## src/rtl/lp_grid_solver.sv

```systemverilog
// lp_grid_solver: exhaustive 2-variable integer LP solver over a bounded box
// with up to MAX_GEN general constraints, one lattice point per cycle.
module lp_grid_solver #(
   parameter int CW = 6,
   parameter int BW = 12,
   parameter int MAX_GEN = 4
) (
   input  logic                    clk,
   input  logic                    rst_n,
   input  logic                    in_valid,
   input  logic                    in_mode,
   input  logic signed [CW-1:0]    in_a1,
   input  logic signed [CW-1:0]    in_a2,
   input  logic signed [BW-1:0]    in_b,
   output logic                    out_valid,
   output logic                    out_feasible,
   output logic                    out_overflow,
   output logic signed [CW+BW+1:0] out_value,
   output logic signed [BW-1:0]    out_x1,
   output logic signed [BW-1:0]    out_x2
);
   localparam int OW = CW + BW + 2;
   localparam int NW = $clog2(MAX_GEN + 1);
   localparam logic [1:0] IDLE = 2'd0, LOAD = 2'd1, SCAN = 2'd2, DONE = 2'd3;
   logic [1:0] state;
   logic mode, found, ovf;
   logic signed [CW-1:0] c1, c2;
   logic signed [BW-1:0] x1_lo, x1_hi, x2_lo, x2_hi, x1, x2, bx1, bx2, p1, p2, nx1, nx2;
   logic signed [OW-1:0] obj, best;
   logic [NW-1:0] cnt;
   logic [MAX_GEN-1:0] ok;
   logic inv, eval, last, take, full, gen, wr, b_x1h, b_x1l, b_x2h, b_x2l;
   assign b_x1h = in_a1 == CW'(1) && in_a2 == '0;
   assign b_x1l = in_a1 == '1 && in_a2 == '0;
   assign b_x2h = in_a1 == '0 && in_a2 == CW'(1);
   assign b_x2l = in_a1 == '0 && in_a2 == '1;
   assign gen = !(b_x1h || b_x1l || b_x2h || b_x2l);
   assign full = cnt == NW'(MAX_GEN);
   assign wr = state == LOAD && in_valid && gen && !full;
   assign inv = x1_lo > x1_hi || x2_lo > x2_hi;
   // The first point is evaluated in the LOAD cycle that sees in_valid fall.
   assign eval = state == SCAN || (state == LOAD && !in_valid && !inv);
   assign p1 = state == SCAN ? x1 : x1_lo;
   assign p2 = state == SCAN ? x2 : x2_lo;
   assign last = p1 == x1_hi && p2 == x2_hi;
   assign nx1 = p1 == x1_hi ? x1_lo : p1 + BW'(1);
   assign nx2 = p1 == x1_hi ? p2 + BW'(1) : p2;
   assign obj = OW'(c1) * OW'(p1) + OW'(c2) * OW'(p2);
   assign take = &ok && (!found || (mode ? obj < best : obj > best));
   for (genvar g = 0; g < MAX_GEN; g++) begin : slot
      logic signed [CW-1:0] a1, a2;
      logic signed [BW-1:0] b;
      always_ff @(posedge clk)
         if (wr && cnt == NW'(g)) begin
            a1 <= in_a1;
            a2 <= in_a2;
            b  <= in_b;
         end
      assign ok[g] = cnt <= NW'(g) || OW'(a1) * OW'(p1) + OW'(a2) * OW'(p2) <= OW'(b);
   end
   always_ff @(posedge clk or negedge rst_n)
      if (!rst_n) begin
         state <= IDLE;
         mode <= 1'b0;
         c1 <= '0;
         c2 <= '0;
         x1_lo <= '0;
         x1_hi <= '0;
         x2_lo <= '0;
         x2_hi <= '0;
         x1 <= '0;
         x2 <= '0;
         cnt <= '0;
         ovf <= 1'b0;
         found <= 1'b0;
         best <= '0;
         bx1 <= '0;
         bx2 <= '0;
         out_valid <= 1'b0;
         out_feasible <= 1'b0;
         out_overflow <= 1'b0;
         out_value <= '0;
         out_x1 <= '0;
         out_x2 <= '0;
      end else begin
         case (state)
            IDLE: if (in_valid) begin
               mode <= in_mode;
               c1 <= in_a1;
               c2 <= in_a2;
               state <= LOAD;
            end
            LOAD: if (in_valid) begin
               if (b_x1h) x1_hi <= in_b;
               else if (b_x1l) x1_lo <= -in_b;
               else if (b_x2h) x2_hi <= in_b;
               else if (b_x2l) x2_lo <= -in_b;
               else if (full) ovf <= 1'b1;
               else cnt <= cnt + NW'(1);
            end else if (inv) begin
               state <= DONE;
               out_valid <= 1'b1;
               out_feasible <= 1'b0;
               out_overflow <= ovf;
               out_value <= '0;
               out_x1 <= '0;
               out_x2 <= '0;
            end
            DONE: begin
               state <= IDLE;
               out_valid <= 1'b0;
               x1_lo <= '0;
               x1_hi <= '0;
               x2_lo <= '0;
               x2_hi <= '0;
               cnt <= '0;
               ovf <= 1'b0;
               found <= 1'b0;
            end
            default: ;
         endcase
         if (eval) begin
            if (take) begin
               found <= 1'b1;
               best <= obj;
               bx1 <= p1;
               bx2 <= p2;
            end
            if (last) begin
               state <= DONE;
               out_valid <= 1'b1;
               out_feasible <= found || take;
               out_overflow <= ovf;
               out_value <= take ? obj : found ? best : '0;
               out_x1 <= take ? p1 : found ? bx1 : '0;
               out_x2 <= take ? p2 : found ? bx2 : '0;
            end else begin
               state <= SCAN;
               x1 <= nx1;
               x2 <= nx2;
            end
         end
      end
endmodule

```

## config.mk

```make
export PLATFORM = sky130hd
export DESIGN_NAME = lp_grid_solver
export DESIGN_NICKNAME = d
export VERILOG_FILES = /design/src/rtl/lp_grid_solver.sv
export SDC_FILE = /design/constraint.sdc
export NUM_CORES = 2
export LEC_CHECK = 0
export CORE_MARGIN = 2
export CORE_UTILIZATION = 55
export CTS_BUF_LIST = sky130_fd_sc_hd__clkbuf_2 sky130_fd_sc_hd__clkbuf_4 sky130_fd_sc_hd__clkbuf_8
export CTS_CLUSTER_DIAMETER = 150
export CTS_CLUSTER_SIZE = 16
export DETAILED_ROUTE_END_ITERATION = 6
export PLACE_DENSITY = 0.72
export SLEW_MARGIN = 20
export SYNTH_ARGS = -nofsm -noshare
export SYNTH_HDL_FRONTEND = slang
export SYNTH_SLANG_ARGS = --single-unit
```

## constraint.sdc

```tcl
create_clock -name clk -period 20.5 [get_ports clk]
set_input_delay 4.1 -clock clk [delete_from_list [all_inputs] [get_ports clk]]
set_output_delay 4.1 -clock clk [all_outputs]
set_load 0.005 [all_outputs]
```

* Word level (Yosys, flattened, before mapping)
Cells that the tools add are included.
** Storage, ports and cells
- Flip-flop bits (word level) :: 278
- Input port bits :: 28
- Output and inout bits :: 47
- Word-level logic and storage cells :: 223
** Cells by class
- $add $sub $neg :: 9
- $mul :: 10
- Magnitude comparators :: 12
- Equal/unequal tests :: 27
- Multiplexer cells :: 82
- Bitwise gates (word level) :: 1
- Reductions and logical operators :: 48
** Operators by type and width (number)
- 2-to-1 mux 12 bit :: 32
- multiplier 6 x 12 -> 18 bit :: 10
- 2-to-1 mux 20 bit :: 7
- case mux 12 bit (2 select lines) :: 4
- adder 18 x 18 -> 19 bit :: 5
- <= comparator 19 x 12 -> 1 bit :: 4
- 2-to-1 mux 1 bit :: 25
- adder 12 x 2 -> 12 bit (second input constant) :: 2
- == test 12 bit :: 2
- greater-than comparator 12 bit :: 2
- != test 2 bit (second input constant) :: 11
- greater-than comparator 19 bit :: 1
- less-than comparator 19 bit :: 1
- 2-to-1 mux 3 bit :: 6
- logical AND 1 bit :: 15
- AND reduction 7 bit :: 2
- == test 6 x 2 -> 1 bit (second input constant) :: 2
- == test 6 bit (second input constant) :: 2
- zero test 6 bit :: 2
- negator 12 bit :: 1
- AND reduction 4 bit :: 3
- logical OR 1 bit :: 11
- != test 3 bit (second input constant) :: 3
- 2-to-1 mux 2 bit :: 4
- other kinds (21) :: 32

* Logic depth before layout (Yosys ltp)
- Word-level depth :: 11
- Depth in mapped cells :: 39
- Gate-level depth less buffers :: 34

* Worst setup path after synthesis
Ideal clock, no wire load.
- Kind :: reg-to-reg
- From :: register state[0]
- To :: register best[10]
- Library setup time :: 0.125 ns
- Arrival :: 9.550 ns
- Data required time :: 20.375 ns
- Path slack :: 10.825 ns
- Stages on the path, launching flop included :: 35
- Path buffers :: 5
- Clock period less this slack :: 9.675 ns
- Path through :: dfrtp_1 -> inv_1 -> ha_1 -> buf_6 -> clkbuf_1 -> clkbuf_1 -> buf_2 -> mux2_2 -> and2_1 -> fa_1 -> inv_1 -> fa_1 -> inv_1 -> fa_1 -> fa_1 -> fa_1 -> fa_1 -> ha_1 -> a21o_1 -> a21oi_1 -> o21bai_1 -> a31o_2 -> a211oi_1 -> o31ai_1 -> a21oi_1 -> xnor2_1 -> ha_1 -> nand4_1 -> or3_1 -> or4_1 -> a32oi_1 -> or3b_4 -> nor3_4 -> buf_6 -> mux2_2
** Between the ends
- Word-level cells in the longest chain between the ends :: 9
- Elaborated cells on any way between the ends :: 37
- Classes of those cells :: add/sub (5); mul (10); order compare (6); eq/ne (2); mux (3); reduce/logical (11)
** Ends and longest elaborated chain
- start: declaration :: line 25 : logic [1:0] state;
- start signal: assignment :: line 63 : state <= IDLE;
- start signal: assignment :: line 91 : state <= LOAD;
- start signal: assignment :: line 101 : state <= DONE;
- == test 2 bit :: line 42, 43, 44
- 2-to-1 mux 12 bit, on equally long branches :: line 43, 44
- multiplier 6 x 12 -> 18 bit, on equally long branches :: line 59, 48
- adder 18 x 18 -> 19 bit, on equally long branches :: line 59, 48
- <= comparator 19 x 12 -> 1 bit, or another cell as far along :: line 59 : assign ok[g] = cnt <= NW'(g) || OW'(a1) * OW'(p1) + OW'(a2) * OW'(p2) <= OW'(b);
- logical OR 1 bit / 2-to-1 mux 1 bit (equally long branches) :: line 59, 49
- AND reduction 4 bit / logical OR 1 bit (equally long branches) :: line 49 : assign take = &ok && (!found || (mode ? obj < best : obj > best));
- logical AND 1 bit :: line 49
- AND reduction 2 bit (no source line)
- end signal: assignment :: line 125 : best <= obj;
- end: declaration :: line 29 : logic signed [OW-1:0] obj, best;
Several ways; a longest one is shown, not always the timed one.
A chain may end at the register's enable or synchronous reset.

* Worst setup path in the final report
- From :: register state[0]
- To :: register best[12]
Same word-level chain as after synthesis.

==> flow_summary_export.csv <==
group,metric,value,unit
placement,io_buffers,74,
cts,cts.clk_slew.worst_paths,110,ps
detailed_routing,wl,116000,um
global_routing,grt_pass1_wl,184000,um
detailed_routing,firstDrtPassIters,6,
worst_setup_path,required,20990,ps
timing,min_period,11630,ps
timing,fmax,86.0,MHz
cts,ctsHoldBuffers,0,
cts,cts_setup_buffers,0,
timing,rsz0062_at_grt,"false",
global_routing,overflow,0,
cts,cts_resized,0,
finish,fin_area,0.0437,mm2
placement,gp_routability_congestion,0.955,
timing,worst_clock_skew,51.3,ps
finish,layout_common_cells,"836 x inv_1, 660 x fa_1, 551 x nand2_1",
run_status,status,"complete, no violations",
cts,h-tree-depth,1,
worst_setup_path,cp_slowest_cell,"mux2i_2",
floorplanning,core.rowCount,100,
timing,setup_viol,0,
timing,tightest_slew,1150,ps
placement,dp_slack,9020,ps
timing,relSlewSlack,0.221,
timing,finalCritPeriodShare,0.567,
floorplanning,start_util,0.556,
power_and_ir_drop,power.total,0.953,mW
finish,layout.nets,5407,
logic_synthesis,yosysSeqAreaShare,0.179,
detailed_routing,vias,30739,
worst_setup_path,endpoint_kind,"flop",
power_and_ir_drop,powerDensity,21.8,mW/mm2
global_routing,grt_pass1_vias,32229,
floorplanning,dieArea,0.0776,mm2
worst_setup_path,crit_top_cell,"fa_1",
global_routing,busiest_layer,"met2",
logic_synthesis,synth_cells,4295,
power_and_ir_drop,ir_drop,0.0419,mV
floorplanning,core-area,0.0746,mm2
logic_synthesis,syn_avg_cell_area,9.66,um2
detailed_routing,viasPerCell,5.84,
worst_setup_path,critical_path_peak_fanout,67,
finish,syn2layout_area_growth,5.34,%
cts,cts-root-buf,"clkbuf_8",
worst_setup_path,slowest_delay,840,ps
cts,cts_inserted_buffers,21,
floorplanning,io_pins,75,
global_routing,use_met2,0.499,
run,max-cap-violations,0,
logic_synthesis,synth.distinct_cells,78,
finish,layout_commonest_cell,"inv_1",
cts,cts_sinks,278,
global_routing,grtUsageTotal,0.309,
floorplanning,die_w,279,um
timing,setup_tns,0,ps
timing,slew_violations,0,
worst_setup_path,critPathArrivalTime,12120,ps
power_and_ir_drop,p_leak,21.4,nW
cts,clk_latency,650,ps
logic_synthesis,netlist_area,0.0415,mm2
cts,cts_tree,"built",
global_routing,grt_antenna_before_repair,8,
timing,fin_hold_ws,497,ps
placement,dp_hpwl,88700,um
detailed_routing,drtIter0Drc,2786,
finish,fillers,6409,
global_routing,grt_max_degree,84,
logic_synthesis,synth_edf_count,96,
logic_synthesis,ys_seq_elements,278,
worst_setup_path,crit_path_start_kind,"flop",
logic_synthesis,yosysWarnings,0,
timing,setup_ws,8870,ps
timing,finalHoldViolations,0,
global_routing,grt_use_met3,0.0542,
global_routing,met1_usage,0.395,
detailed_routing,wl_per_cell,22.0,um
placement,placed_area,0.0433,mm2
cts,clk_path_buf_depth,3,
worst_setup_path,crit_type,"reg2reg",
logic_synthesis,async_flop_share,0.655,
worst_hold_path,hp-class,"reg2reg",
logic_synthesis,synth_nets,5420,
detailed_routing,ant_nets,0,
floorplanning,fp.dieH,279,um
detailed_routing,drc,0,
finish,drive_gt1_frac,0.0576,
logic_synthesis,synth_ff_type,"dfrtp_1",
==> worst paths after layout <==
check	start	end	slack (ps)	depth (start not counted)
min reg2reg	out_feasible	out_feasible	500	2
min in group asynchronous	rst_n	out_value[10]	3390	1
min	out_feasible	out_feasible	500	2
max reg2reg	state[0]	best[12]	8870	31
max in group asynchronous	rst_n	x2_lo[8]	14970	3
max	state[0]	best[12]	8870	31
==> worst max-delay path: cells and delay by family (launching register included) <==
| family | cells | cell delay, ps |
|---|---|---|
| AOI/OAI and AO/OA | 8 | 2430 |
| xor gates and xnor gates | 1 | 90 |
| adders and majority gates | 9 | 3730 |
| buffers and inverters | 5 | 1860 |
| DFF | 1 | 450 |
| muxes | 2 | 1250 |
| and+or+nand+nor | 6 | 1560 |
==> cell families (layout without fill, tap and decap cells) <==
| logic type | count (synthesis) | in the layout | share of synthesized area |
|---|---|---|---|
| mux | 124 | 124 | 0.0338 |
| xor+xnor | 162 | 162 | 0.0342 |
| compound gates | 382 | 382 | 0.0610 |
| buf+inv | 1029 | 1025 | 0.0957 |
| other cells | 0 | 8 | 0 |
| flops | 278 | 278 | 0.179 |
| simple gates | 1223 | 1223 | 0.146 |
| fa+ha+maj | 1097 | 1097 | 0.450 |
==> power breakdown <==
group	total, mW	internal, mW	switching (mW)	leakage [nW]
Clock	0.323	0.114	0.209	0.200
Sequential	0.584	0.577	0.00639	3.30
Combinational	0.0465	0.0139	0.0326	17.9
Total	0.953	0.706	0.248	21.4
==> synthesized netlist by cell type, types with 13 or more instances <==
master,n,area share
mux2i_1,17,0.0041
a21oi_1,85,0.010
edfxtp_1,96,0.070
buf_2,13,0.0016
a22o_1,13,0.0027
fa_1,660,0.32
nor3_1,31,0.0037
dfrtp_1,182,0.11
ha_1,437,0.13
nand4_1,68,0.010
o31ai_1,13,0.0024
inv_1,836,0.076
a31oi_1,13,0.0020
a211oi_1,25,0.0045
and3_1,13,0.0020
nand2_1,551,0.050
or3_1,14,0.0021
a21o_1,29,0.0052
o21ai_0,75,0.0091
nor2_1,73,0.0066
clkbuf_1,156,0.014
and2_1,233,0.035
xnor2_1,131,0.028
xor2_1,31,0.0065
nand3_1,95,0.011
o211ai_1,57,0.010
mux2_2,89,0.024
nor2b_1,83,0.013
==> through the flow <==
stage / instances / utilization
4_1_cts: 5260 / 0.586
6_report: 5268 / 0.586
5_1_grt: 5261 / 0.586
3_3_place_gp: 5228 / 0.581
3_5_place_dp: 5228 / 0.581
2_1_floorplan: 4295 / -
==> state kept, by name (all words and copies together) (netlist names), 6 cells and up <==
name / count
best: 19
x2_hi: 12
out_x1: 12
slot.a2: 24
x2: 12
x1: 12
bx2: 12
out_x2: 12
slot.a1: 24
x1_hi: 12
slot.b: 48
c1: 6
out_value: 20
bx1: 12
x2_lo: 12
x1_lo: 12
c2: 6
==> routing by layer <==
metal  wire (um)  part of all wire
met5          27           0.00023
met4        7850             0.068
met3       10500             0.090
met2       53200              0.46
met1       44200              0.38
==> layout make-up <==
type / instances / area [um2] / share of cell area
well taps: 969 / 1210 / 0.0278
clock inverters: 2 / 16.3 / 0.000372
diodes: 8 / 20.0 / 0.000458
clock buffers: 30 / 363 / 0.00831
multi-input cells: 2988 / 30100 / 0.690
flip-flops and latches: 278 / 7440 / 0.170
inverters: 838 / 3150 / 0.0720
repair buffers: 155 / 1350 / 0.0310
(Power assumes the default switching activity.)
